--- src/rtl/lan_bus_pkg.sv ---
// lan_bus_pkg: shared types and constants for the LAN controller host-bus arbiter
// (lan_bus_arbiter) and the client blocks that post requests to it.
//   - bus widths (10-bit address, 16-bit data)
//   - arbiter state enum
//   - idle level of the active-low strobes
//   - controller register addresses used by the clients
package lan_bus_pkg;

    localparam int unsigned LAN_AW = 10;
    localparam int unsigned LAN_DW = 16;

    typedef enum logic [1:0] {StIdle, StSetup, StStrobe, StHold} lan_state_e;

    // LanCs/LanRd/LanWr are active low; this is their released level.
    localparam logic STRB_INACTIVE = 1'b1;

    // Controller register map shared with the client FSMs.
    localparam logic [LAN_AW-1:0] REG_MR    = 10'h000;
    localparam logic [LAN_AW-1:0] REG_SHAR0 = 10'h008;
    localparam logic [LAN_AW-1:0] REG_SHAR1 = 10'h00A;
    localparam logic [LAN_AW-1:0] REG_SHAR2 = 10'h00C;
    localparam logic [LAN_AW-1:0] REG_SUBR0 = 10'h014;
    localparam logic [LAN_AW-1:0] REG_SUBR1 = 10'h016;
    localparam logic [LAN_AW-1:0] REG_SIPR0 = 10'h018;
    localparam logic [LAN_AW-1:0] REG_SIPR1 = 10'h01A;
    localparam logic [LAN_AW-1:0] REG_IDR   = 10'h0FE;

    // Phase counter load value: a phase of n cycles counts n-1 down to 0.
    function automatic logic [7:0] phase_load(input int unsigned cycles);
        return 8'(cycles - 1);
    endfunction

endpackage

--- src/rtl/lan_rr_pick.sv ---
// lan_rr_pick: combinational round-robin selector.
// Ports:
//   elig  - eligible requester vector
//   ptr   - index with highest priority this round
//   found - at least one requester is eligible
//   idx   - first eligible index at or after ptr, wrapping
module lan_rr_pick #(
    parameter int unsigned NREQ = 2,
    parameter int unsigned PW   = 1
) (
    input  logic [NREQ-1:0] elig,
    input  logic [PW-1:0]   ptr,
    output logic            found,
    output logic [PW-1:0]   idx
);

    always_comb begin
        int j;
        j     = 0;
        found = 1'b0;
        idx   = '0;
        for (int k = 0; k < int'(NREQ); k++) begin
            j = (int'(ptr) + k) % int'(NREQ);
            if (!found && elig[j[PW-1:0]]) begin
                found = 1'b1;
                idx   = j[PW-1:0];
            end
        end
    end

endmodule

--- src/rtl/lan_bus_arbiter.sv ---
// lan_bus_arbiter: shares the LAN controller 16-bit asynchronous host bus between NREQ
// clients. Requests are granted round-robin; each grant runs one setup/strobe/hold bus
// cycle and ends with a one-cycle ReqAck. All outputs are registered.
// Ports:
//   Clk, Rst                        - clock, synchronous active-high reset
//   ReqValid/ReqWr/ReqAddr/ReqWData - per-requester request (addr/data flattened)
//   ReqAck, ReqRData                - completion pulse, data of the last completed read
//   LanAddr, LanCs, LanRd, LanWr    - bus address and active-low strobes
//   LanDataOut, LanDataOe, LanDataIn - data pad: drive value, drive enable, sampled pad
//   Grant                           - owning or last-owning requester (debug)
// Build option: LAN_BUS_TURNAROUND_EN inserts one idle cycle before a read that
// directly follows a write, so the controller never drives into our write data.
module lan_bus_arbiter
    import lan_bus_pkg::*;
#(
    parameter int unsigned NREQ      = 2,
    parameter int unsigned SETUP_CYC = 5,
    parameter int unsigned STRB_CYC  = 5,
    parameter int unsigned HOLD_CYC  = 5
) (
    input  logic                      Clk,
    input  logic                      Rst,
    input  logic [NREQ-1:0]           ReqValid,
    input  logic [NREQ-1:0]           ReqWr,
    input  logic [NREQ*LAN_AW-1:0]    ReqAddr,
    input  logic [NREQ*LAN_DW-1:0]    ReqWData,
    output logic [NREQ-1:0]           ReqAck,
    output logic [LAN_DW-1:0]         ReqRData,
    output logic [LAN_AW-1:0]         LanAddr,
    output logic                      LanCs,
    output logic                      LanRd,
    output logic                      LanWr,
    output logic [LAN_DW-1:0]         LanDataOut,
    output logic                      LanDataOe,
    input  logic [LAN_DW-1:0]         LanDataIn,
    output logic [$clog2(NREQ)-1:0]   Grant
);

    localparam int unsigned GW = $clog2(NREQ);

    lan_state_e          state_q, state_d;
    logic [7:0]          cnt_q, cnt_d;
    logic [GW-1:0]       grant_q, grant_d, ptr_q, ptr_d;
    logic                wr_q, wr_d;
    logic [LAN_AW-1:0]   addr_q, addr_d;
    logic [LAN_DW-1:0]   dout_q, dout_d, rdata_q, rdata_d;
    logic [NREQ-1:0]     ack_q, ack_d;
    logic                cs_n_q, cs_n_d, rd_n_q, rd_n_d, wr_n_q, wr_n_d, oe_q, oe_d;

    logic [LAN_AW-1:0]   addr_arr  [NREQ];
    logic [LAN_DW-1:0]   wdata_arr [NREQ];
    logic                found;
    logic [GW-1:0]       pick_idx;
    logic                hold_off;

    always_comb begin
        for (int i = 0; i < int'(NREQ); i++) begin
            addr_arr[i]  = ReqAddr[i*LAN_AW +: LAN_AW];
            wdata_arr[i] = ReqWData[i*LAN_DW +: LAN_DW];
        end
    end

    // A requester whose Ack is showing is not eligible, so it can drop Req in time.
    lan_rr_pick #(
        .NREQ (NREQ),
        .PW   (GW)
    ) u_pick (
        .elig  (ReqValid & ~ack_q),
        .ptr   (ptr_q),
        .found (found),
        .idx   (pick_idx)
    );

`ifdef LAN_BUS_TURNAROUND_EN
    // Set for the idle cycle right after a write completes.
    logic turn_q, turn_d;
    assign hold_off = turn_q && !ReqWr[pick_idx];

    always_ff @(posedge Clk) begin
        if (Rst) turn_q <= 1'b0;
        else     turn_q <= turn_d;
    end
`else
    assign hold_off = 1'b0;
`endif

    always_comb begin
        state_d = state_q;
        cnt_d   = (cnt_q != 8'd0) ? cnt_q - 8'd1 : cnt_q;
        grant_d = grant_q;
        ptr_d   = ptr_q;
        wr_d    = wr_q;
        addr_d  = addr_q;
        dout_d  = dout_q;
        rdata_d = rdata_q;
        ack_d   = '0;
`ifdef LAN_BUS_TURNAROUND_EN
        turn_d  = turn_q;
`endif
        unique case (state_q)
            StIdle: begin
`ifdef LAN_BUS_TURNAROUND_EN
                turn_d = 1'b0;
`endif
                if (found && !hold_off) begin
                    grant_d = pick_idx;
                    wr_d    = ReqWr[pick_idx];
                    addr_d  = addr_arr[pick_idx];
                    dout_d  = wdata_arr[pick_idx];
                    cnt_d   = phase_load(SETUP_CYC);
                    state_d = StSetup;
                end
            end
            StSetup: begin
                if (cnt_q == 8'd0) begin
                    cnt_d   = phase_load(STRB_CYC);
                    state_d = StStrobe;
                end
            end
            StStrobe: begin
                if (cnt_q == 8'd0) begin
                    if (!wr_q) rdata_d = LanDataIn;
                    cnt_d   = phase_load(HOLD_CYC);
                    state_d = StHold;
                end
            end
            StHold: begin
                if (cnt_q == 8'd0) begin
                    ack_d[grant_q] = 1'b1;
                    ptr_d   = (grant_q == GW'(NREQ - 1)) ? '0 : grant_q + 1'b1;
                    state_d = StIdle;
`ifdef LAN_BUS_TURNAROUND_EN
                    turn_d  = wr_q;
`endif
                end
            end
            default: state_d = StIdle;
        endcase

        // Bus pins follow the next state so they are registered together with it.
        cs_n_d = (state_d == StStrobe) ? ~STRB_INACTIVE : STRB_INACTIVE;
        rd_n_d = (state_d == StStrobe && !wr_d) ? ~STRB_INACTIVE : STRB_INACTIVE;
        wr_n_d = (state_d == StStrobe && wr_d) ? ~STRB_INACTIVE : STRB_INACTIVE;
        oe_d   = (state_d != StIdle) && wr_d;
    end

    always_ff @(posedge Clk) begin
        if (Rst) begin
            state_q <= StIdle;
            cnt_q   <= '0;
            grant_q <= '0;
            ptr_q   <= '0;
            wr_q    <= 1'b0;
            addr_q  <= '0;
            dout_q  <= '0;
            rdata_q <= '0;
            ack_q   <= '0;
            cs_n_q  <= STRB_INACTIVE;
            rd_n_q  <= STRB_INACTIVE;
            wr_n_q  <= STRB_INACTIVE;
            oe_q    <= 1'b0;
        end else begin
            state_q <= state_d;
            cnt_q   <= cnt_d;
            grant_q <= grant_d;
            ptr_q   <= ptr_d;
            wr_q    <= wr_d;
            addr_q  <= addr_d;
            dout_q  <= dout_d;
            rdata_q <= rdata_d;
            ack_q   <= ack_d;
            cs_n_q  <= cs_n_d;
            rd_n_q  <= rd_n_d;
            wr_n_q  <= wr_n_d;
            oe_q    <= oe_d;
        end
    end

    assign ReqAck     = ack_q;
    assign ReqRData   = rdata_q;
    assign LanAddr    = addr_q;
    assign LanCs      = cs_n_q;
    assign LanRd      = rd_n_q;
    assign LanWr      = wr_n_q;
    assign LanDataOut = dout_q;
    assign LanDataOe  = oe_q;
    assign Grant      = grant_q;

endmodule

--- config.mk ---
export PLATFORM = sky130hd
export DESIGN_NAME = lan_bus_arbiter
export DESIGN_NICKNAME = d
export VERILOG_FILES = /design/src/rtl/lan_bus_pkg.sv /design/src/rtl/lan_rr_pick.sv /design/src/rtl/lan_bus_arbiter.sv
export SDC_FILE = /design/constraint.sdc
export NUM_CORES = 1
export LEC_CHECK = 0
export ABC_CLOCK_PERIOD_IN_PS = 1900
export CORE_UTILIZATION = 38
export DETAILED_ROUTE_END_ITERATION = 7
export GPL_TIMING_DRIVEN = 0
export HOLD_SLACK_MARGIN = 0.06
export PLACE_DENSITY = 0.87
export SKIP_CTS_REPAIR_TIMING = 1
export SLEW_MARGIN = 20
export SYNTH_ARGS = -nofsm -noshare
export SYNTH_HDL_FRONTEND = slang
export SYNTH_SLANG_ARGS = --single-unit
--- constraint.sdc ---
create_clock -name Clk -period 1.9 [get_ports Clk]
set_input_delay 0.57 -clock Clk [delete_from_list [all_inputs] [get_ports Clk]]
set_output_delay 0.57 -clock Clk [all_outputs]
set_load 0.01 [all_outputs]
==> results of run 1 <==
worst max-delay path: cells and delay by family, from the launching register on:
kind,cells,cell delay [ps]
AO/OA/AOI/OAI,3,800
flip-flops,1,360
AND/OR/NAND/NOR,1,360
buffers and inverters,2,180
adder cells (fa/ha/maj),1,150
power by group:
| group | internal [mW] | switching [mW] | leakage [nW] |
|---|---|---|---|
| Clock | 0.638 | 0.494 | 0.0964 |
| Sequential | 1.62 | 0.254 | 0.503 |
| Combinational | 1.51 | 1.38 | 1.24 |
| Total | 3.77 | 2.13 | 1.84 |
cells by family after synthesis:
group                      Yosys count  synth area share, %
AOI/OAI and AO/OA                   53                 16.0
xor gates and xnor gates             5                 1.60
adders and majority gates            8                 3.66
buffers and inverters               25                 4.99
DFF                                 61                 44.7
muxes                               43                 15.8
and+or+nand+nor                     73                 13.2
per-stage QoR:
| step | util [%] | instances | TNS, ps |
|---|---|---|---|
| after floorplan | - | 268 | 0 |
| after global placement | 59.1 | 485 | -13260 |
| after detailed placement | 59.1 | 485 | -14990 |
| after CTS | 61.9 | 501 | -3980 |
| after global routing | 65.1 | 513 | -489 |
| final | 65.1 | 513 | -11.4 |
placed cells by master (no fill, tap or decap), types with 4 or more instances in the layout:
cell and n:
clkdlybuf4s50_1 120, dfxtp_1 57, nor2_1 50, mux2i_1 41, a211oi_1 26, buf_4 12, clkbuf_1 10, clkbuf_8 10
ha_1 6, nand2_1 5, inv_2 4, a21oi_1 4
layer usage:
metal  vias to the layer above  wire (um)  track usage [%]
li1                       1254          -                -
met1                      1155       2930             21.3
met2                       102       3520             32.6
met3                        18        602             6.48
met4                         0        177             10.9
met5                         -          0                0
state kept, by name, summed over array words and instances, names as in the netlist:
| signal | flops |
|---|---|
| Grant | 1 |
| ReqAck | 2 |
| cnt_q | 8 |
| state_q | 2 |
| LanWr | 1 |
| ReqRData | 16 |
| LanDataOut | 16 |
| LanRd | 1 |
| LanDataOe | 1 |
| LanAddr | 10 |
| wr_q | 1 |
| LanCs | 1 |
| ptr_q | 1 |
layout make-up:
type	count	area, um2	area share, %
multi-input cells	182	1440	32.3
repair buffers	133	1320	29.4
flip-flops and latches	61	1230	27.6
clock buffers	12	145	3.24
plain buffers	18	136	3.05
well taps	96	120	2.69
clock inverters	4	47.5	1.06
inverters	7	31.3	0.699
how the worst max path moves through the flow:
stage                                end  slack, ps  depth (start not counted)
final                          LanDataOe        -10                          7
after global routing           LanDataOe       -140                          7
after CTS                 LanDataOut[15]       -210                          6
after detailed placement  LanDataOut[15]       -570                          6
after global placement     LanDataOut[0]       -500                          6
after floorplan                 cnt_q[0]         90                          9
==> run metrics, run 1 <==
cell area after synthesis=0.00273 mm2; clock slew at reported path FFs=70 ps; final hold violation count=0; cells on worst reg2reg path=7; number of diodes=0; largest net degree at the start of global routing=11; starting density of the core=39.8%; synth top area cells=dfxtp_1 45%, mux2i_1 15%, a211oi_1 7.1%; routed via count=2529; max frequency=523 MHz; vias in the first global route=2422; hold endpoint=LanWr; synthesized net count=350; Leak=1.84 nW; Core Box Area=0.00687 mm2; Critical Path Start=state_q[1]; WS Path Type=flip-flop to flip-flop; Ports=123; Slew Viols, Final=0; Synth Register Bits=61; Clock Tree Buf Depth=2; count of cell types in the netlist=50; top cells by count, synth=61 x dfxtp_1, 50 x nor2_1, 42 x mux2i_1, 26 x a211oi_1, 10 x clkbuf_1; crit path launch type=flip-flop; Post-DP HPWL=5360 um; area leader, netlist=dfxtp_1; Die ar.=0.00753 mm2; run status=complete, but fails checks; H-tree levels=3; failing checks=setup timing; first-pass GRT wire length=11100 um; largest stage delay on the critical path=420 ps; Post-Route WL=7230 um; FFs w/ async S/R, synth=0%; cell row count=30; Worst IR Drop VDD=661 uV; Power, Total=5.90 mW; sequential share of the synthesized area=44.7%; Die X=86.8 um; top-area cell type share of the netlist area=44.7%; share of cells above drive strength 1=15.3%; Slowest cell on crit path=a2111oi_4; Routed Antenna Nets=0; P per Cell Area=1320 mW/mm2; initial antenna violation count=0; R2R Setup Slk=-10 ps; RSZ-0062 raised after global routing=true; max cap viols=0; Clk Latency, worst-skew pair=340 ps; Filler cells=579; fin crit share=101%; Post-synth EDFFs=0; Clock Sinks=61; cell at the root of the clock tree=clkbuf_8; Die Span Y=86.8 um; Worst R2R Start=state_q[1]; WP data arrival=2200 ps; DP Area=0.00406 mm2; Final Skew=8.84 ps; drt first pass iters=4; final worst slack=-11.4 ps; Area growth syn-to-layout=63.8%; WL/cell=14.1 um; worst slew pin tran=487 ps; DR DRC count=0; initial DRC count=96; min-delay src=wr_q; vias per inst=4.93; Main synth FF type=dfxtp_1; GP Congestion=0.829; final net count=494; GR Util All Layers=19.3%; CTS buffer count=9; critical-path cell list=inv_2 > ha_4 > buf_6 > nor4b_4 > a221oi_2 > a2111oi_4 > o221a_1; design area=0.00447 mm2; Post-Place Worst Slack=-569 ps; total grt overflow=0; worst hold path class=flip-flop to flip-flop; Yosys warning total=0; CTS tree=yes; crit end category=flip-flop; Mapped Avg Cell Area=10.2 um2; WHS Path Cells=1; Gate Count Post-Synth=268; Final setup viols=1; count leader, synth=dfxtp_1; worst reg2reg endpoint=LanDataOe; post-route minimum period=1910 ps; Slew HR=67.5%; maximum fanout along the worst path=6; Fin Hold WS=424 ps; Critical Path RT=2190 ps; port bufs=121
Note: power is estimated with default switching activity, not from simulation.
==> run 2: changes to the inputs <==
--- a/config.mk
+++ b/config.mk
@@ -5,7 +5,7 @@
 export SDC_FILE = /design/constraint.sdc
 export NUM_CORES = 1
 export LEC_CHECK = 0
-export ABC_CLOCK_PERIOD_IN_PS = 1900
+export ABC_CLOCK_PERIOD_IN_PS = 1500
 export CORE_UTILIZATION = 38
 export DETAILED_ROUTE_END_ITERATION = 7
 export GPL_TIMING_DRIVEN = 0
==> constraint.sdc (replaced) <==
create_clock -name Clk -period 1.5 [get_ports Clk]
set_input_delay 0.45 -clock Clk [delete_from_list [all_inputs] [get_ports Clk]]
set_output_delay 0.45 -clock Clk [all_outputs]
set_load 0.01 [all_outputs]
==> run metrics, run 2 (synthesis results as in run 1) <==
Ports=123 (unchanged); R2R Setup Slk=-380 ps (was -10 ps); Fin Hold WS=475 ps (was 424 ps); run status=complete, but fails checks (unchanged); CTS buffer count=9 (unchanged); GP Congestion=0.774 (was 0.829); Final setup viols=61 (was 1); Die Span Y=86.8 um (unchanged); CP bufs+invs=2 (unchanged); total grt overflow=0 (unchanged); Area growth syn-to-layout=98.4% (was 63.8%); CP top delay family=compound AO/OA/AOI/OAI gates (unchanged); clock slew at reported path FFs=80 ps (was 70 ps); crit end category=flip-flop (unchanged); Die ar.=0.00753 mm2 (unchanged); Clock Tree Buf Depth=2 (unchanged); worst hold path class=flip-flop to flip-flop (unchanged); Leak=2.87 nW (was 1.84 nW); RSZ-0062 raised after global routing=true (unchanged); Critical Path Start=state_q[1] (unchanged); WL/cell=20.4 um (was 14.1 um); most frequent cells in the layout=70 x clkdlybuf4s50_1, 55 x dfxtp_1, 51 x dlymetal6s2s_1 (was 120 x clkdlybuf4s50_1, 57 x dfxtp_1, 50 x nor2_1); Inst Count DP=485 (unchanged); Slowest cell on crit path=dfxtp_4 (was a2111oi_4); min-delay src=wr_q (unchanged); hold endpoint=LanWr (unchanged); drt first pass iters=4 (unchanged); Final Skew=13.1 ps (was 8.84 ps); Die X=86.8 um (unchanged); setup TNS=-12580 ps (was -11.4 ps); fin crit share=125% (was 101%); number of diodes=0 (unchanged); failing checks=setup timing (unchanged); GR Util All Layers=20.0% (was 19.3%); Clk Latency, worst-skew pair=350 ps (was 340 ps); port bufs=121 (unchanged); Worst IR Drop VDD=1140 uV (was 661 uV); Post-DP HPWL=5490 um (was 5360 um); cell row count=30 (unchanged); final hold violation count=0 (unchanged); P per Cell Area=1810 mW/mm2 (was 1320 mW/mm2); cell at the root of the clock tree=clkbuf_8 (unchanged); WS Path Type=flip-flop to flip-flop (unchanged); critical-path cell list=inv_4 > ha_4 > nor4b_4 > a221oi_2 > a2111oi_4 > buf_4 > nand3_2 (was inv_2 > ha_4 > buf_6 > nor4b_4 > a221oi_2 > a2111oi_4 > o221a_1); Post-Route WL=11100 um (was 7230 um); final net count=525 (was 494); most common cell after layout, fill and taps aside=clkdlybuf4s50_1 (unchanged); share of cells above drive strength 1=35.3% (was 15.3%); Clock Sinks=61 (unchanged); cells on worst reg2reg path=7 (unchanged); starting density of the core=39.8% (unchanged); largest net degree at the start of global routing=12 (was 11); CTS tree=yes (unchanged); WP data arrival=2100 ps (was 2200 ps); WHS Path Cells=1 (unchanged); initial DRC count=128 (was 96); Core Box Area=0.00687 mm2 (unchanged); Worst R2R Start=state_q[1] (unchanged); worst slew pin tran=723 ps (was 487 ps); H-tree levels=3 (unchanged); Layout Cells excl Fill=544 (was 513); Slew HR=51.8% (was 67.5%); vias per inst=5.39 (was 4.93); first-pass GRT wire length=11500 um (was 11100 um); final worst slack=-381 ps (was -11.4 ps); worst reg2reg endpoint=LanWr (was LanDataOe); post-route minimum period=1880 ps (was 1910 ps); max frequency=532 MHz (was 523 MHz); initial antenna violation count=0 (unchanged); crit path launch type=flip-flop (unchanged); Slew Viols, Final=0 (unchanged); DR DRC count=0 (unchanged); maximum fanout along the worst path=5 (was 6); routed via count=2933 (was 2529); largest stage delay on the critical path=400 ps (was 420 ps); vias in the first global route=2392 (was 2422); Routed Antenna Nets=0 (unchanged); Critical Path RT=1720 ps (was 2190 ps); max cap viols=0 (unchanged)
==> run 2: worst max-delay path by stage <==
stage / to / cells past startpoint
5_1_grt: LanRd / 7
3_5_place_dp: LanDataOe / 6
6_report: LanWr / 7
3_3_place_gp: LanDataOe / 6
4_1_cts: LanDataOe / 7
2_1_floorplan: LanDataOe / 7
==> run 2: stage by stage <==
| stage | area, um2 | setup slack (ps) | util, % | total power, mW |
|---|---|---|---|---|
| detailed placement | 4130 | -662 | 60.2 | 5.65 |
| finish | 5420 | -381 | 78.9 | 9.83 |
| global route | 5420 | -454 | 78.9 | 10.2 |
| global placement | 4130 | -635 | 60.2 | 5.52 |
| CTS | 4330 | -474 | 63.1 | 7.15 |
| floorplan | 2800 | -240 | - | 4.43 |
==> run 2: worst reg2reg max path, stage by stage, from the launching register on <==
cell	delay [ps]
dfxtp_4	400
inv_4	60
ha_4	200
nor4b_4	340
a221oi_2	150
a2111oi_4	320
buf_4	220
nand3_2	80
==> run 2: layer usage <==
| metal | GRT usage, % | routed length [um] | vias up | part of all wire [%] |
|---|---|---|---|---|
| li1 | - | - | 1311 | - |
| met1 | 23.1 | 3950 | 1398 | 36 |
| met2 | 33.1 | 5760 | 180 | 52 |
| met3 | 7.43 | 960 | 44 | 8.7 |
| met4 | 8.48 | 403 | 0 | 3.6 |
| met5 | 0 | 0 | - | 0 |
==> run 2: power breakdown <==
group	internal (mW)	leakage (nW)	switching, mW
Combinational	3.04	2.27	2.75
Clock	0.816	0.0995	0.719
Sequential	2.06	0.504	0.437
Total	5.91	2.87	3.91
==> run 2: layout make-up <==
type                    instances  area, um2
flip-flops and latches         61       1240
plain buffers                  17        193
clock inverters                 5       60.1
inverters                       7       46.3
clock buffers                  11        141
repair buffers                165       1810
well taps                      96        120
multi-input cells             182       1810
fillers                       366       1450
==> run 3: changes to the inputs <==
--- a/config.mk
+++ b/config.mk
@@ -11,7 +11,8 @@
 export GPL_TIMING_DRIVEN = 0
 export HOLD_SLACK_MARGIN = 0.06
 export PLACE_DENSITY = 0.87
-export SKIP_CTS_REPAIR_TIMING = 1
+export REMOVE_ABC_BUFFERS = 1
+export SETUP_SLACK_MARGIN = 0.15
 export SLEW_MARGIN = 20
 export SYNTH_ARGS = -nofsm -noshare
 export SYNTH_HDL_FRONTEND = slang
==> run metrics, run 3 (synthesis results as in run 1) <==
run status=complete, but fails checks (unchanged); failing checks=setup timing (unchanged); setup TNS=-7680 ps (was -12580 ps); Routed Antenna Nets=0 (unchanged); clock slew at reported path FFs=70 ps (was 80 ps); Worst IR Drop VDD=820 uV (was 1140 uV); cell row count=30 (unchanged); final worst slack=-277 ps (was -381 ps); most frequent cells in the layout=70 x clkdlybuf4s50_1, 47 x buf_2, 45 x nor2_1 (was 70 x clkdlybuf4s50_1, 55 x dfxtp_1, 51 x dlymetal6s2s_1); GP Congestion=0.790 (was 0.774); Slew HR=71.5% (was 51.8%); NetSw=3.66 mW (was 3.91 mW); Filler cells=486 (was 366); P per Cell Area=1970 mW/mm2 (was 1810 mW/mm2); Die ar.=0.00753 mm2 (unchanged); vias per inst=4.97 (was 5.39); Core Box Area=0.00687 mm2 (unchanged); final hold violation count=0 (unchanged); largest stage delay on the critical path=370 ps (was 400 ps); CP top delay family=compound AO/OA/AOI/OAI gates (unchanged); Final Skew=9.03 ps (was 13.1 ps); worst slew pin tran=428 ps (was 723 ps); crit end category=flip-flop (unchanged); Area growth syn-to-layout=83.6% (was 98.4%); critical-path cell list=inv_2 > ha_4 > buf_4 > o41ai_4 > a211o_1 > o211ai_1 > o221a_1 (was inv_4 > ha_4 > nor4b_4 > a221oi_2 > a2111oi_4 > buf_4 > nand3_2); sequential power share=24.3% (was 25.4%); initial antenna violation count=0 (unchanged); GR Util All Layers=24.1% (was 20.0%); internal power=6.20 mW (was 5.91 mW); port bufs=122 (was 121); Clock Sinks=61 (unchanged); Switching Fraction=37.1% (was 39.8%); Die Span Y=86.8 um (unchanged); most common cell after layout, fill and taps aside=clkdlybuf4s50_1 (unchanged); DP Area=0.00403 mm2 (was 0.00413 mm2); CTS tree=yes (unchanged); Storage cell area=0.00125 mm2 (was 0.00124 mm2); Post-Route WL=9150 um (was 11100 um); Post-DP HPWL=4850 um (was 5490 um); WP data arrival=2010 ps (was 2100 ps); DR DRC count=0 (unchanged); total grt overflow=0 (unchanged); largest net degree at the start of global routing=41 (was 12); fin crit share=118% (was 125%); Clock Tree Buf Depth=2 (unchanged); R2R Setup Slk=-280 ps (was -380 ps); share of cells above drive strength 1=44.3% (was 35.3%); WL/cell=16.6 um (was 20.4 um); initial DRC count=140 (was 128); Die X=86.8 um (unchanged); maximum fanout along the worst path=5 (unchanged); starting density of the core=39.8% (unchanged); Clk pwr share=15.1% (was 15.6%); design area=0.00502 mm2 (was 0.00542 mm2); Slew Viols, Final=0 (unchanged); Layout Cells excl Fill=552 (was 544); Multi-input gate area=0.00164 mm2 (was 0.00181 mm2); vias in the first global route=2876 (was 2392); RSZ-0062 raised after global routing=true (unchanged); max frequency=563 MHz (was 532 MHz); final core area utilization=73.0% (was 78.9%); Final setup viols=50 (was 61); Comb pwr share=60.6% (was 59.0%); routed via count=2745 (was 2933); Leak=2.22 nW (was 2.87 nW); number of diodes=0 (unchanged); post-route minimum period=1780 ps (was 1880 ps); CP bufs+invs=2 (unchanged); WS Path Type=flip-flop to flip-flop (unchanged); crit path launch type=flip-flop (unchanged); max cap viols=0 (unchanged); worst hold path class=flip-flop to flip-flop (unchanged); Ports=123 (unchanged); Clk Latency, worst-skew pair=340 ps (was 350 ps); H-tree levels=3 (unchanged); Slowest cell on crit path=o41ai_4 (was dfxtp_4); drt first pass iters=4 (unchanged); final net count=533 (was 525); Critical Path RT=1730 ps (was 1720 ps); Inst Count DP=471 (was 485); cell at the root of the clock tree=clkbuf_8 (unchanged); CTS buffer count=9 (unchanged); first-pass GRT wire length=13600 um (was 11500 um)
run 3: cell count changes in the layout (fill, tap and decap cells not counted), sizes merged:
cell / change
clkinv: -1
buf: +63
clkbuf: -10
a21oi: +1
clkdlybuf4s15: +2
dlygate4sd2: +2
clkinvlp: +2
dlymetal6s2s: -51
run 3: per-layer routing:
metal  vias to the layer above  routed length (um)  GRT usage [%]
met3                        17                 500           5.43
li1                       1327                   -              -
met4                         0                 219           13.3
met1                      1297                3540           24.7
met5                         -                   0              0
met2                       104                4900           45.0
run 3: power groups by stage:
| stage | clock network, mW | registers, mW | logic (mW) |
|---|---|---|---|
| final | 1.49 | 2.40 | 5.98 |
| after global routing | 1.58 | 2.44 | 6.32 |
| after CTS | 1.50 | 2.36 | 4.98 |
| after detailed placement | 0 | 2.37 | 3.13 |
| after global placement | 0 | 2.34 | 2.94 |
| after floorplan | 0 | 2.46 | 1.75 |
run 3: final cells by class:
cell class | count | share of cell area (%)
clock buffer | 10 | 2.74
tap | 96 | 2.39
multi-input combinational | 183 | 32.8
clock inverter | 6 | 1.25
timing repair buffer | 189 | 35.0
sequential | 61 | 25.0
inverter | 7 | 0.823
run 3: what timing repair did:
action / 4_1_cts / 5_1_grt
cloned: 5 / 1
gates resized for setup: 268 / 34
setup endpoints to repair: 110 / 74
buffers inserted: 41 / 19
pin swaps: 36 / 32
hold buffers: 0 / 0
run 3: through the flow:
stage / hold slack [ps] / worst slack, ps / power, mW
global placement: 400 / -1910 / 5.29
global route: 499 / -352 / 10.3
detailed placement: 417 / -1170 / 5.50
floorplan: 378 / -937 / 4.22
finish: 481 / -277 / 9.87
CTS: 449 / -239 / 8.84
run 3: final timing paths:
check	startpoint	to	cells after the start
hold / removal	wr_q	LanWr	1
hold reg to reg	wr_q	LanWr	1
setup reg to reg	state_q[0]	LanDataOe	7
setup / recovery	state_q[0]	LanDataOe	7
